`config.mk`:
```
export PLATFORM = sky130hd
export DESIGN_NAME = uart_byte_adder
export DESIGN_NICKNAME = d
export VERILOG_FILES = /design/src/rtl/uart_byte_adder.sv
export SDC_FILE = /design/constraint.sdc
export NUM_CORES = 1
export LEC_CHECK = 0
export CORE_ASPECT_RATIO = 1.25
export CORE_MARGIN = 2
export CORE_UTILIZATION = 57
export DETAILED_ROUTE_END_ITERATION = 12
export PLACE_DENSITY = 0.84
export SETUP_SLACK_MARGIN = 0.15
export SYNTH_ARGS = -nofsm -noshare
export SYNTH_HDL_FRONTEND = slang
export SYNTH_SLANG_ARGS = --single-unit
```
`constraint.sdc`:
```
create_clock -name clk -period 5.33 [get_ports clk]
set_input_delay 1.3325 -clock clk [delete_from_list [all_inputs] [get_ports clk]]
set_output_delay 1.3325 -clock clk [all_outputs]
set_load 0.1 [all_outputs]
```
`src/rtl/uart_byte_adder.sv`:
```
// Adds two consecutive UartRx bytes and hands the carry-extended sum to UartTx via a start/idle handshake.
// Sum and txStart appear 1 cycle after the second byte; bytes that arrive mid-transmit are dropped and flag overrun.
module uart_byte_adder #(
   parameter int DATA_WIDTH     = 8,
   parameter int MSG_WIDTH      = 16,
   parameter int TIMEOUT_CYCLES = 20000,
   parameter int SYNC_STAGES    = 2
) (
   input  logic                  clk,
   input  logic                  rstN,
   input  logic [DATA_WIDTH-1:0] rxData,
   input  logic                  dataIsValid,
   output logic [MSG_WIDTH-1:0]  txMessage,
   output logic                  txStart,
   input  logic                  txIdle,
   output logic                  busy,
   output logic                  overrun,
   output logic                  timeout
);

   localparam int CNT_W = $clog2(TIMEOUT_CYCLES);

   typedef enum logic [1:0] {
      WAIT_A    = 2'd0,
      WAIT_B    = 2'd1,
      SEND      = 2'd2,
      WAIT_DONE = 2'd3
   } state_t;

   state_t                 state_q, state_d;
   logic [DATA_WIDTH-1:0]  op_a_q, op_a_d;
   logic [CNT_W-1:0]       cnt_q, cnt_d;
   logic [MSG_WIDTH-1:0]   msg_q, msg_d;
   logic                   ovr_q, ovr_d;
   logic                   tmo_q, tmo_d;
   logic                   hist_q, hist_d;
   logic [SYNC_STAGES-1:0] sync_q, sync_d;

   logic                   byte_evt;
   logic                   idle_s;
   logic                   cnt_done;
   logic [DATA_WIDTH:0]    sum;

   assign byte_evt = dataIsValid & ~hist_q;
   assign idle_s   = sync_q[SYNC_STAGES-1];
   assign cnt_done = (cnt_q == CNT_W'(TIMEOUT_CYCLES - 1));
   assign sum      = {1'b0, op_a_q} + {1'b0, rxData};

   // History and synchroniser reset high so a level already present at release is not an event.
   always_ff @(posedge clk or negedge rstN) begin
      if (!rstN) begin
         state_q <= WAIT_A;
         op_a_q  <= '0;
         cnt_q   <= '0;
         msg_q   <= '0;
         ovr_q   <= 1'b0;
         tmo_q   <= 1'b0;
         hist_q  <= 1'b1;
         sync_q  <= '1;
      end else begin
         state_q <= state_d;
         op_a_q  <= op_a_d;
         cnt_q   <= cnt_d;
         msg_q   <= msg_d;
         ovr_q   <= ovr_d;
         tmo_q   <= tmo_d;
         hist_q  <= hist_d;
         sync_q  <= sync_d;
      end
   end

   always_comb begin
      state_d = state_q;
      unique case (state_q)
         WAIT_A:    if (byte_evt) state_d = WAIT_B;
         WAIT_B: begin
            if (byte_evt)      state_d = SEND;
            else if (cnt_done) state_d = WAIT_A;
         end
         SEND:      if (!idle_s) state_d = WAIT_DONE;
         WAIT_DONE: if (idle_s)  state_d = WAIT_A;
         default:   state_d = WAIT_A;
      endcase
   end

   always_comb begin
      hist_d = dataIsValid;
      sync_d = {sync_q[SYNC_STAGES-2:0], txIdle};
      op_a_d = op_a_q;
      msg_d  = msg_q;
      cnt_d  = '0;
      tmo_d  = 1'b0;
      ovr_d  = ovr_q | (byte_evt && (state_q == SEND || state_q == WAIT_DONE));
      if (state_q == WAIT_A && byte_evt) begin
         op_a_d = rxData;
      end
      if (state_q == WAIT_B) begin
         // A byte landing on the final count still wins over the timeout.
         if (byte_evt) begin
            msg_d = MSG_WIDTH'(sum);
         end else if (cnt_done) begin
            op_a_d = '0;
            tmo_d  = 1'b1;
         end else begin
            cnt_d = cnt_q + CNT_W'(1);
         end
      end
   end

   always_comb begin
      txStart   = (state_q == SEND);
      busy      = (state_q != WAIT_A);
      txMessage = msg_q;
      overrun   = ovr_q;
      timeout   = tmo_q;
   end

endmodule

```
==> results.txt <==
----------------------------------------------------
[Run status]
  Status ... finished clean

[Power]
  Final Power ... between 1 and 1.5 mW
  Switching power total ... between 600 and 700 uW
  Seq pwr share ... 31.7%
  Relative contribution of the clock network to total power ... 13.9%
  Net switching share of the total power ... 49.4%
  P_int ... 681 uW
  Portion of total power attributed to combinational logic ... 54.4%
  IR drop worst, VDD ... 0.496 mV
  Pwr per Cell Area ... 574 nW/um2
  Leakage component of the power ... 0.975 nW

[Clocking]
  Number of buffers inserted to repair setup after CTS ... 0
  CTS tree ... built
  Skew-Pair Late Insertion Delay ... around 0.29 ns
  Number of clock sinks seen by CTS ... 39
  Number of buffers created by CTS ... 5
  Cell chosen for the clock root ... sky130_fd_sc_hd__clkbuf_8
  Maximum number of buffers from clock root to sink ... 2
  Post-CTS clock slew at the launch and capture registers of the worst setup and hold paths ... 0.07 ns
  Clock H-tree levels ... 2
  CTS Hold Bufs ... 0
  Number of instances resized during post-cts repair ... 0

[Logic synthesis]
  Synth Area in Simple Gates ... 22.3%
  Post-synthesis mux area share ... 1.60%
  Post-synthesis sequential element count ... 39
  Sequential share of the synthesized area ... 48.1%
  Synth top area cells ... sky130_fd_sc_hd__dfrtp_1 44%, sky130_fd_sc_hd__ha_1 5.5%, sky130_fd_sc_hd__nand2_1 5.0%
  Yosys warns ... 0
  Average cell area after synthesis ... between 10 and 15 um2
  Share of the synthesized area in compound gates (AO/OA/AOI/OAI) ... 9.82%
  Async set or reset register ratio after synthesis ... 100%
  Count of cell types in the netlist ... 39
  Total standard cell area after synthesis ... 2040 um2
  Most used DFF post-synth ... sky130_fd_sc_hd__dfrtp_1
  Cell type contributing the most total cell area after synthesis ... sky130_fd_sc_hd__dfrtp_1
  Fraction of post-synthesis cell area in the top cell type by area ... approximately 44%
  Combinational family with the most area after synthesis ... simple AND/OR/NAND/NOR gates
  Post-Synth Adder-Cell Area ... 6.51%
  Mapped Cells ... 203
  Number of flops mapped to enable cells by yosys ... 0
  Xor/xnor cell area share of the yosys netlist ... 6.88%

[Setup path]
  Critical Path Stages ... 2
  Count of cells along the worst register-to-register path ... 6
  Sequence of cells on the critical path ... or2_2 > clkdlybuf4s50_1
  Endpoint class of the critical path ... primary output
  CP required ... 4.00 ns
  WS Path Type ... flip-flop to primary output
  Maximum fanout along the worst path ... 5
  Critical path arrival ... between 2 and 2.5 ns
  Category of cells accounting for the largest share of critical-path delay ... buffers and inverters
  Bufs and invs on worst path ... 1
  Delay of the slowest cell on the worst path ... between 1 and 1.5 ns
  Element type at the critical path start ... flip-flop
  Setup slack of the worst register-to-register path ... 3.39 ns
  Cell at the slowest stage of the critical path ... sky130_fd_sc_hd__clkdlybuf4s50_1

[Min path]
  Number of stages on the worst hold path ... 0
  Hold WC Path Type ... flip-flop to flip-flop

[Route]
  Number of violations reported at the end of detailed-routing iteration 0 ... 51
  Number of nets with antenna violations after detailed routing ... 0
  Drt wl/cell ... roughly 14 um
  DRC viols ... 0
  Length of the first detailed-routing pass in iterations ... 4
  Number of vias per cell after detailed routing ... 5.62
  Via count ... 1,505
  Post-Route WL ... 3620 um

[Floorplan]
  Chip Height ... between 70 and 80 um
  Floorplan die width ... 57.5 um
  Cell row count ... 24
  Area enclosed by the die boundary ... 4070 um2
  Number of top-level design ports ... 32
  Initial core utilization ... 59.0%
  Total core area ... 3450 um2

[Timing]
  Unrepaired setup endpoints after global routing ... false
  Final cycle utilization of the critical path ... 63.3%
  Final number of hold-violating endpoints ... 0
  Maximum achievable frequency ... 0.296 GHz
  Final setup skew ... 0.00523 ns
  Setup tns final ... 0 ns
  Setup violators final ... 0
  Relative slew slack ... 34.7%
  Time the final worst path needs with I/O delays and setup ... 3.37 ns
  Number of pins with negative max-slew slack in the final report ... 0
  Least-Margin Pin Slew ... 0.976 ns

[GRT]
  Total congestion overflow ... 0
  Maximum number of pins on one net before global-route repair ... 40
  Vias in the first global route ... 1,470
  Global-route wire length before repair ... 6330 um
  Number of antenna violations at the first check in global routing ... 0
  Overall track demand over capacity in global routing ... 19.8%

[Finish]
  Layout Area Growth over Synthesis ... 15.1%
  Most common library cell in the layout ignoring fill and taps ... sky130_fd_sc_hd__dfrtp_1
  Final net count ... 250
  Fill cell total of the finished layout ... 274
  Proportion of layout cells with a drive suffix above 1 ... 7.86%
  Most frequent cells in the layout ... 36 x sky130_fd_sc_hd__dfrtp_1, 27 x sky130_fd_sc_hd__nand2_1, 23 x sky130_fd_sc_hd__clkdlybuf4s50_1
  Non-filler instance count after layout ... approximately 270
  Antenna fix cells ... 0

[Job]
  Max-capacitance violation count ... 0

[Place]
  IO Port Bufs ... 24
  Instance count after placement with tap cells included ... 260
  Global placer's final weighted congestion ... slightly below 0.9
  Detailed placer's ending HPWL ... 2610 um

----------------------------------------------------
stage by stage:
stage          instance area (um2)  hold slack [ns]  util [%]  worst slack, ns
2_1_floorplan                 2060            0.345         -             2.30
3_3_place_gp                  2270            0.346      65.6             2.00
3_5_place_dp                  2270            0.347      65.6             1.94
4_1_cts                       2350            0.358      67.9             1.93
5_1_grt                       2350            0.363      67.9             1.89
6_report                      2350            0.356      67.9             1.96
cells by family (layout without fill, tap and decap cells):
kind of cell    count (synthesis)  in the layout
mux                             3              3
buf+inv                        16             36
simple gates                   85             85
xor+xnor                       16             16
fa+ha+maj                      10             10
flops                          39             39
other cells                     1              7
compound gates                 33             33
registers in the layout (all words and copies together), names as in the netlist, named ones only:
register / cells
sync_q: 2
hist_q: 1
timeout: 1
op_a_q: 8
cnt_q: 15
state_q: 1
txMessage: 9
overrun: 1
worst register-to-register path, stage by stage, from the launching register on:
cell	delay [ns]
sky130_fd_sc_hd__dfrtp_1	0.38
sky130_fd_sc_hd__ha_1	0.22
sky130_fd_sc_hd__fa_1	0.43
sky130_fd_sc_hd__a211oi_1	0.33
sky130_fd_sc_hd__o21bai_1	0.16
sky130_fd_sc_hd__o211ai_1	0.18
sky130_fd_sc_hd__o211ai_1	0.11
metal layers:
layer / GRT usage, % / vias up / routed length (um)
li1: - / 745 / -
met4: 6.20 / 0 / 39
met5: 0 / - / 0
met1: 23.2 / 734 / 1510
met3: 4.94 / 3 / 133
met2: 35.0 / 23 / 1940
cell usage after synthesis (2+ instances only):
library cell / number
sky130_fd_sc_hd__nand2_1: 27
sky130_fd_sc_hd__a211oi_1: 4
sky130_fd_sc_hd__nor4_1: 3
sky130_fd_sc_hd__xnor2_1: 10
sky130_fd_sc_hd__o211ai_1: 5
sky130_fd_sc_hd__ha_1: 9
sky130_fd_sc_hd__nand4_1: 7
sky130_fd_sc_hd__buf_2: 3
sky130_fd_sc_hd__nand3_1: 6
sky130_fd_sc_hd__nor3_1: 4
sky130_fd_sc_hd__or4b_1: 2
sky130_fd_sc_hd__nor2_1: 19
sky130_fd_sc_hd__o21ai_0: 7
sky130_fd_sc_hd__mux2_2: 2
sky130_fd_sc_hd__nor2_2: 2
sky130_fd_sc_hd__a21oi_1: 12
sky130_fd_sc_hd__dfstp_2: 3
sky130_fd_sc_hd__o21bai_1: 2
sky130_fd_sc_hd__inv_1: 4
sky130_fd_sc_hd__dfrtp_1: 36
sky130_fd_sc_hd__xor2_1: 6
sky130_fd_sc_hd__and3_1: 2
sky130_fd_sc_hd__nor3b_1: 4
sky130_fd_sc_hd__a21o_1: 2
sky130_fd_sc_hd__buf_4: 8
power groups by stage:
| stage | Combinational (mW) | Sequential, mW | Clock (mW) |
|---|---|---|---|
| after floorplan | 0.350 | 0.667 | 0 |
| after global routing | 0.786 | 0.435 | 0.207 |
| after detailed placement | 0.734 | 0.434 | 0 |
| after global placement | 0.723 | 0.430 | 0 |
| after CTS | 0.737 | 0.428 | 0.196 |
| final | 0.733 | 0.427 | 0.188 |
layout make-up:
class	instances	area [um2]	share of cell area, %
Multi-Input combinational cell	154	987	42.1
Tap cell	39	48.8	2.08
Inverter	4	15.0	0.640
Sequential cell	39	980	41.8
Timing Repair Buffer	24	235	10.0
Clock buffer	8	80.1	3.41
path summary, 6_finish.rpt:
path                            start      endpoint
setup / recovery           state_q[0]          busy
hold / removal              sync_q[0]     sync_q[1]
setup reg to reg            op_a_q[0]  txMessage[8]
hold reg to reg             sync_q[0]     sync_q[1]
max in group asynchronous        rstN     op_a_q[2]
min in group asynchronous        rstN  txMessage[5]
(Power assumes the default switching activity.)
